File: config.mk
export PLATFORM = sky130hd
export DESIGN_NAME = forward_scoreboard
export DESIGN_NICKNAME = d
export VERILOG_FILES = /design/src/rtl/forward_scoreboard.sv
export SDC_FILE = /design/constraint.sdc
export NUM_CORES = 1
export LEC_CHECK = 0
export ABC_AREA = 1
export CAP_MARGIN = 5
export CORE_UTILIZATION = 54
export CTS_BUF_LIST = sky130_fd_sc_hd__clkbuf_4
export DETAILED_ROUTE_END_ITERATION = 10
export DONT_BUFFER_PORTS = 1
export PLACE_DENSITY_LB_ADDON = 0.3
export SLEW_MARGIN = 20
export SYNTH_ARGS = -nofsm -noshare
export SYNTH_HDL_FRONTEND = slang
export SYNTH_SLANG_ARGS = --single-unit
File: constraint.sdc
create_clock -name clk -period 2.8 [get_ports clk]
set_input_delay 0.42 -clock clk [delete_from_list [all_inputs] [get_ports clk]]
set_output_delay 0.42 -clock clk [all_outputs]
set_load 0.01 [all_outputs]
File: src/rtl/forward_scoreboard.sv
// Operand forwarding and load-use hazard scoreboard for the RV32I pipeline.
// Tracks in-flight writers over DEPTH post-EX stages and resolves each source to its youngest producer.
module forward_scoreboard #(
  parameter int NUM_SRC    = 2,
  parameter int DEPTH      = 3,
  parameter int LOAD_READY = 1,
  parameter int SEL_W      = $clog2(DEPTH + 1)
) (
  input  logic                     clk,
  input  logic                     rst,
  input  logic                     pipe_en,
  input  logic                     issue_valid,
  input  logic                     issue_we,
  input  logic                     issue_is_load,
  input  logic [4:0]               issue_rd,
  input  logic                     flush,
  input  logic [NUM_SRC*5-1:0]     src_rs,
  input  logic [NUM_SRC-1:0]       src_used,
  input  logic [NUM_SRC*32-1:0]    rf_data,
  input  logic [DEPTH*32-1:0]      stage_data,
  output logic [NUM_SRC*SEL_W-1:0] fwd_sel,
  output logic [NUM_SRC*32-1:0]    fwd_data,
  output logic                     stall,
  output logic [15:0]              stall_cnt
);

  logic [DEPTH-1:0]      e_valid;
  logic [DEPTH-1:0]      e_we;
  logic [DEPTH-1:0]      e_load;
  logic [DEPTH-1:0][4:0] e_rd;
  logic [DEPTH-1:0]      e_writer;
  logic [NUM_SRC-1:0]    pend;

  always_comb begin
    for (int k = 0; k < DEPTH; k++) begin
      e_writer[k] = e_valid[k] && e_we[k] && (e_rd[k] != 5'd0);
    end
  end

  always_comb begin
    logic [4:0] rs;
    logic       found;
    fwd_sel  = '0;
    fwd_data = '0;
    pend     = '0;
    rs       = '0;
    found    = 1'b0;
    for (int i = 0; i < NUM_SRC; i++) begin
      rs    = src_rs[i*5 +: 5];
      found = 1'b0;
      if (rs != 5'd0) begin
        fwd_data[i*32 +: 32] = rf_data[i*32 +: 32];
      end
      if (src_used[i] && (rs != 5'd0)) begin
        // Youngest match wins; a not-yet-ready load blocks older stages.
        for (int k = 0; k < DEPTH; k++) begin
          if (!found && e_writer[k] && (e_rd[k] == rs)) begin
            found = 1'b1;
            if (e_load[k] && (k < LOAD_READY)) begin
              pend[i] = 1'b1;
            end else begin
              fwd_sel[i*SEL_W +: SEL_W] = SEL_W'(k + 1);
              fwd_data[i*32 +: 32]      = stage_data[k*32 +: 32];
            end
          end
        end
      end
    end
  end

  assign stall = issue_valid && (|pend);

  always_ff @(posedge clk) begin
    if (rst) begin
      e_valid   <= '0;
      e_we      <= '0;
      e_load    <= '0;
      e_rd      <= '0;
      stall_cnt <= 16'd0;
    end else if (pipe_en) begin
      e_valid <= {e_valid[DEPTH-2:0], issue_valid && !flush && !stall};
      e_we    <= {e_we[DEPTH-2:0], issue_we};
      e_load  <= {e_load[DEPTH-2:0], issue_is_load};
      e_rd    <= {e_rd[DEPTH-2:0], issue_rd};
      if (stall && (stall_cnt != 16'hFFFF)) begin
        stall_cnt <= stall_cnt + 16'd1;
      end
    end
  end

endmodule

==> flow_summary_export.csv, run 1 <==
group,metric,value,unit
timing,maxSlewViolCount,0,
die,rows,39,
clock_network,cts_root_buf,"clkbuf_4",
drt,dr.pass1.iters,8,
timing,fin_worst_skew,0.00506,ns
global_route,antenna_found_initial,0,
place,place_inst,1361,
die,ioPinCount,269,
drt,dr.max_layer_used,"met4",
synth,syn_avg_cell_area,4.97,sq um
drt,num_vias,8522,
drt,drc_errors,0,
final_layout,num_antenna_cells,0,
final_layout,post_route_cells_drive_above_1_share,7.53,%
drt,ant_nets,0,
setup_path,worst_ep_arrival_time,2.29,ns
clock_network,numCtsBuffers,5,
setup_path,rr_startpoint,"e_rd[1]$_SDFFE_PP0P_",
place,pre_cts_slack,0.139,ns
setup_path,path_cells,"xnor2_1, nand2_1, nor2_1, nand3_1, nor2_4, buf_12, nand2_2, clkbuf_16, a21oi_1, buf_4",
global_route,grt_pass1_wl,38.4,mm
setup_path,rrSetupSlack,0.46,ns
drt,wl_met2,11.4,mm
drt,totalWireLength,25.1,mm
setup_path,startpoint_type,"flip-flop",
final_layout,layout.nets,1419,
setup_path,path_max_fanout,17,
timing,fmax,369,MHz
final_layout,area_growth,5.59,%
setup_path,worst_r2r_endpoint,"stall_cnt[12]$_SDFFE_PP0P_",
timing,setup_violations,0,
synth,synth.yosys.seq_area_share,12.0,%
setup_path,worstPathRequired,2.38,ns
synth,async_reset_ff_share,0,%
drt,met1_length,9.16,mm
setup_path,cp-startpoint,"e_rd[6]$_SDFFE_PP0P_",
timing,fin_crit_sh,96.8,%
hold_path,hold_end,"stall_cnt[0]$_SDFFE_PP0P_",
die,die-height,110,um
clock_network,hold_buffers,0,
place,post-dp-hpwl,16.5,mm
timing,tightest_slew,0.789,ns
power,p_int,861,uW
clock_network,clkSlewWorstSetupHoldPaths,0.12,ns
setup_path,max_stage_delay,0.37,ns
power,netSwitchingFraction,43.3,%
hold_path,hold_path_class,"in -> reg",
drt,post_drt_wl_per_cell,18.2,um
synth,ys_ff_latch,38,
clock_network,worstSkewPairLatency,0.36,ns
global_route,gr-usage-all-layers,38.0,%
synth,yosysUniqueCellTypes,31,
clock_network,cts_buffer_depth,2,
drt,drt-initial-drc-count,1363,
synth,yosysWarnings,0,
die,dieArea,0.0122,sq mm
timing,finalHoldViolCount,0,
timing,final.min_clock_period,2.71,ns
power,pwr_density_cell,226,mW/mm^2
final_layout,stdcell_count,1378,
clock_network,h-tree-depth,2,
place,dpl-instance-area,0.00636,sq mm
timing,slew_headroom,47.3,%
power,p_seq_share,38.8,%
final_layout,final_area,0.00671,sq mm
synth,synth_cells,1279,
hold_path,min_from,"rst",
synth,synth.cell_area,0.00635,sq mm
drt,wl_met3,3.07,mm
synth,syn-num-nets,1464,
global_route,grt_max_degree,67,
outcome,status,"finished clean",
drt,vias_per_cell,6.18,
die,core,0.0114,sq mm
clock_network,cts.sinks,38,
place,gp_congestion,0.961,
place,io_buffers,0,
timing,worst_slack,0.0907,ns
setup_path,crit_type,"reg -> out",
clock_network,cts_tree,"done",
die,start_util,55.6,%
power,power_frac_comb,41.6,%
setup_path,ff2ff_path_depth,13,
power,clock_power_share,19.5,%
run,cap_violations,0,
timing,rsz0062_at_grt,"yes",
power,p_sw,656,uW
setup_path,cp-end-kind,"output pin",
global_route,grt_pass1_vias,7736,
hold_path,hold_depth,1,
global_route,overflow,0,
synth,synth_top_flop_cell,"dfxtp_1",
setup_path,slowest_stage,"dfxtp_2",
die,fp.dieW,110,um
power,p_leak,3.67,nW
synth,synth_edf_count,0,
power,ir_worst_vdd,0.366,mV
## cell usage after synthesis (4+ instances only)
| cell | n | area, sq um |
|---|---|---|
| nor2_4 | 4 | 45.0 |
| dfxtp_1 | 38 | 761 |
| xnor2_1 | 16 | 140 |
| nand3_2 | 13 | 130 |
| inv_2 | 7 | 26.3 |
| inv_1 | 105 | 394 |
| o21ai_1 | 30 | 150 |
| buf_4 | 13 | 97.6 |
| xor2_1 | 10 | 87.6 |
| nor3_1 | 6 | 30.0 |
| buf_2 | 36 | 180 |
| nand3_1 | 201 | 1010 |
| nand4_1 | 21 | 131 |
| nand2_2 | 7 | 43.8 |
| nand2_1 | 514 | 1930 |
| nor2_1 | 78 | 293 |
| o21ai_0 | 87 | 435 |
| a21oi_1 | 41 | 205 |
| buf_1 | 6 | 22.5 |
| clkbuf_1 | 33 | 124 |
## placed cells by master, fill, tap and decap left out, types with 4 or more instances in the layout
cell type and count:
buf_4 21, dfxtp_1 33, inv_2 4, dfxtp_2 5, nor2_1 77, xnor2_1 15, o21ai_1 28, clkbuf_4 5
clkbuf_16 4, nor3_1 6, nand3_2 13, xor2_1 10, o21ai_0 86, nand2_1 511, nand2_2 8, buf_12 7
nand4_1 21, a21oi_1 41, nor2_4 6, nand3_1 201, inv_1 104
## metal layers
metal,GRT usage [%],vias up
li1,-,4014
met1,44.8,3725
met2,62.8,633
met3,8.84,150
met4,22.5,0
met5,0,-
## how the worst max path moves through the flow
stage | slack [ns] | end
3_3_place_gp | 0.15 | fwd_data[63]
4_1_cts | 0.0001 | fwd_data[31]
2_1_floorplan | 0.80 | fwd_data[55]
6_report | 0.09 | fwd_sel[3]
3_5_place_dp | 0.14 | fwd_data[34]
5_1_grt | -0.02 | fwd_data[30]
## registers in the layout, summed over array words and instances (netlist names)
name and cells:
stall_cnt 16, e_rd 15, e_valid 3, e_we 3, e_load 1
## kinds of logic (layout without fill, tap and decap cells)
group	count (synthesis)	in the layout	synth area share (%)
flops	38	38	12.0
compound gates	161	161	12.8
simple gates	850	851	57.9
fa+ha+maj	1	1	0.197
xor+xnor	26	26	3.58
buf+inv	203	158	13.6
## stage by stage
| stage | utilization, % | total power [mW] | hold slack, ns | setup TNS, ns |
|---|---|---|---|---|
| 3_3_place_gp | 55.7 | 1.20 | 0.480 | 0 |
| 2_1_floorplan | - | 1.08 | 0.463 | 0 |
| 6_report | 58.8 | 1.52 | 0.112 | 0 |
| 4_1_cts | 57.1 | 1.50 | 0.104 | 0 |
| 5_1_grt | 58.8 | 1.62 | 0.0801 | -0.0858 |
| 3_5_place_dp | 55.7 | 1.21 | 0.484 | 0 |
## power groups by stage
stage / registers [mW] / logic (mW) / clock network, mW
2_1_floorplan: 0.593 / 0.492 / 0
3_3_place_gp: 0.599 / 0.599 / 0
3_5_place_dp: 0.600 / 0.606 / 0
4_1_cts: 0.588 / 0.610 / 0.302
5_1_grt: 0.593 / 0.701 / 0.326
6_report: 0.589 / 0.632 / 0.296
## repair_timing
item | CTS | global route
resized for setup | 11 | 29
setup buffers | 3 | 0
cloned | 2 | 4
endpoints found under the hold margin | 0 | 0
endpoints found under the setup margin | 65 | 67
pin swaps | 2 | 0
## critical path: cells and delay by family (launching register included)
kind / cells / cell delay (ns)
flops: 1 / 0.37
simple gates: 5 / 0.61
compound gates: 1 / 0.20
buf+inv: 3 / 0.57
xor+xnor: 1 / 0.18
## layout make-up
type / instances / area (sq um)
Multi-Input combinational cell: 1039 / 4790
Fill cell: 1259 / 4710
Sequential cell: 38 / 767
Timing Repair Buffer: 36 / 472
Inverter: 114 / 445
Tap cell: 143 / 179
Clock buffer: 5 / 37.5
Clock inverter: 3 / 16.3
Note: power is estimated with default switching activity, not from simulation.
==> run 2: changes to the inputs <==
--- a/config.mk
+++ b/config.mk
@@ -7,7 +7,7 @@
 export LEC_CHECK = 0
 export ABC_AREA = 1
 export CAP_MARGIN = 5
-export CORE_UTILIZATION = 54
+export CORE_UTILIZATION = 30
 export CTS_BUF_LIST = sky130_fd_sc_hd__clkbuf_4
 export DETAILED_ROUTE_END_ITERATION = 10
 export DONT_BUFFER_PORTS = 1
==> run 2 against run 1 <==
Compared with the run above: fmax grew 3.6%; worst setup slack gained 0.094 ns; combinational power grew 1%; cell count grew 9.1%; highest routed layer is now met5.
==> flow_summary_export.csv, run 2 (synthesis gave the netlist of run 1 again) <==
group,metric,value,unit
setup_path,max_stage_delay,0.37,ns
die,start_util,31.0,%
global_route,grt_max_degree,65,
timing,rsz0062_at_grt,"no",
power,ir_worst_vdd,0.198,mV
setup_path,slowest_stage,"dfxtp_2",
final_layout,fillers,2368,
global_route,antenna_found_initial,2,
final_layout,post_route_cells_drive_above_1_share,7.70,%
hold_path,min_from,"rst",
setup_path,cp-end-kind,"output pin",
drt,post_drt_wl_per_cell,18.6,um
clock_network,numCtsBuffers,5,
timing,setup_tns,0,ns
die,rows,52,
setup_path,crit_top_cell,"nand2_1",
power,p_leak,3.66,nW
timing,fin_crit_sh,93.4,%
timing,slew_headroom,42.3,%
final_layout,layout_common_cells,"nand2_1, nand3_1, inv_1",
global_route,grt_pass1_wl,42.0,mm
power,pwr_density_cell,225,mW/mm^2
clock_network,clkSlewWorstSetupHoldPaths,0.14,ns
final_layout,multi_input_area,0.00479,sq mm
clock_network,worstSkewPairLatency,0.35,ns
final_layout,layout_commonest_cell,"nand2_1",
drt,ant_nets,0,
place,post-dp-hpwl,20.0,mm
place,io_buffers,0,
final_layout,stdcell_count,1504,
setup_path,path_cells,"xnor2_1, nand2_1, nor2_1, nand2_1, nor2_1, nand2_2, nor2_4, inv_6, buf_12, nand3_1, nand2_1, o21ai_1",
place,gp_congestion,0.916,
outcome,status,"finished clean",
global_route,overflow,0,
setup_path,startpoint_type,"flip-flop",
die,core,0.0205,sq mm
hold_path,hold_path_class,"in -> reg",
setup_path,path_max_fanout,12,
final_layout,layout.nets,1417,
place,place_inst,1491,
drt,vias_per_cell,5.44,
clock_network,cts_root_buf,"clkbuf_4",
global_route,grt_pass1_vias,7567,
setup_path,crit_type,"reg -> out",
clock_network,cts_buffer_depth,2,
die,die-height,148,um
drt,drt-initial-drc-count,655,
hold_path,hold_end,"stall_cnt[9]$_SDFFE_PP0P_",
clock_network,cts.sinks,38,
setup_path,worst_ep_arrival_time,2.20,ns
clock_network,h-tree-depth,2,
final_layout,reg_top3,"stall_cnt x16, e_rd x15",
drt,totalWireLength,28.0,mm
final_layout,final-seq-area,767,sq um
die,dieArea,0.0218,sq mm
setup_path,rrSetupSlack,0.51,ns
drt,num_vias,8188,
setup_path,worst_r2r_endpoint,"stall_cnt[12]$_SDFFE_PP0P_",
timing,fmax,382,MHz
final_layout,largest_reg_flops,16,
setup_path,rr_startpoint,"e_rd[2]$_SDFFE_PP0P_",
final_layout,area_growth,7.44,%
die,ioPinCount,269,
timing,fin_worst_skew,0.0247,ns
final_layout,largest_register,"stall_cnt",
hold_path,hold_depth,1,
clock_network,cts_tree,"done",
timing,final.min_clock_period,2.62,ns
run,cap_violations,0,
drt,drc_errors,0,
setup_path,worstPathRequired,2.38,ns
die,fp.dieW,148,um
timing,maxSlewViolCount,0,
drt,dr.pass1.iters,6,
timing,finalHoldViolCount,0,
global_route,gr-usage-all-layers,24.3,%
final_layout,fin_util,33.3,%
timing,tightest_slew,0.864,ns
setup_path,ff2ff_path_depth,10,
timing,setup_violations,0,
[run 2: area by class of cell]
cell class	instances	area share [%]
Inverter	114	6.56
Clock buffer	6	0.660
Sequential cell	38	11.2
Antenna cell	1	0.0367
Clock inverter	2	0.202
Multi-Input combinational cell	1038	70.2
Timing Repair Buffer	35	6.16
Tap cell	270	4.95
[run 2: per-stage QoR]
stage                     hold WS (ns)  area (sq um)  power [mW]  setup WS [ns]
final                            0.119          6830        1.53          0.185
after global placement           0.483          6580        1.22          0.272
after detailed placement         0.493          6580        1.23          0.262
after floorplan                  0.463          6350        1.08          0.804
after global routing            0.0854          6820        1.66       0.000807
after CTS                       0.0955          6660        1.54         0.0142
[run 2: metal layers]
layer | global-route usage (%) | share of wire (%) | vias to the layer above
met5 | 0 | 0.046 | -
met4 | 7.78 | 3.3 | 2
met3 | 7.10 | 11 | 57
met2 | 42.1 | 47 | 438
met1 | 28.5 | 38 | 3701
li1 | - | - | 3990
[run 2: how the worst max path moves through the flow]
stage	startpoint	end	slack, ns
after CTS	e_rd[3]$_SDFFE_PP0P_	fwd_data[63]	0.01
after detailed placement	e_rd[0]$_SDFFE_PP0P_	fwd_data[31]	0.26
final	e_rd[11]$_SDFFE_PP0P_	fwd_data[60]	0.18
after global routing	e_rd[1]$_SDFFE_PP0P_	fwd_data[43]	0.0008
after global placement	src_rs[0]	fwd_data[0]	0.27
after floorplan	src_rs[5]	fwd_data[55]	0.80
[run 2: critical path: cells and delay by family, from the launching register on]
family	cells	cell delay [ns]
simple gates	8	0.83
flops	1	0.37
compound gates	1	0.20
buf+inv	2	0.26
xor+xnor	1	0.17
[run 2: power breakdown]
part           internal [mW]  total, mW  switching, mW
Combinational          0.210      0.639          0.429
Clock                  0.109      0.304          0.195
Sequential             0.563      0.590         0.0276
[run 2: timing repair]
action	in CTS	in global routing
gates resized for setup	7	31
hold buffers	0	0
pin swaps	0	1
gates cloned	0	2
buffers inserted	0	2
endpoints found under the setup margin	55	65
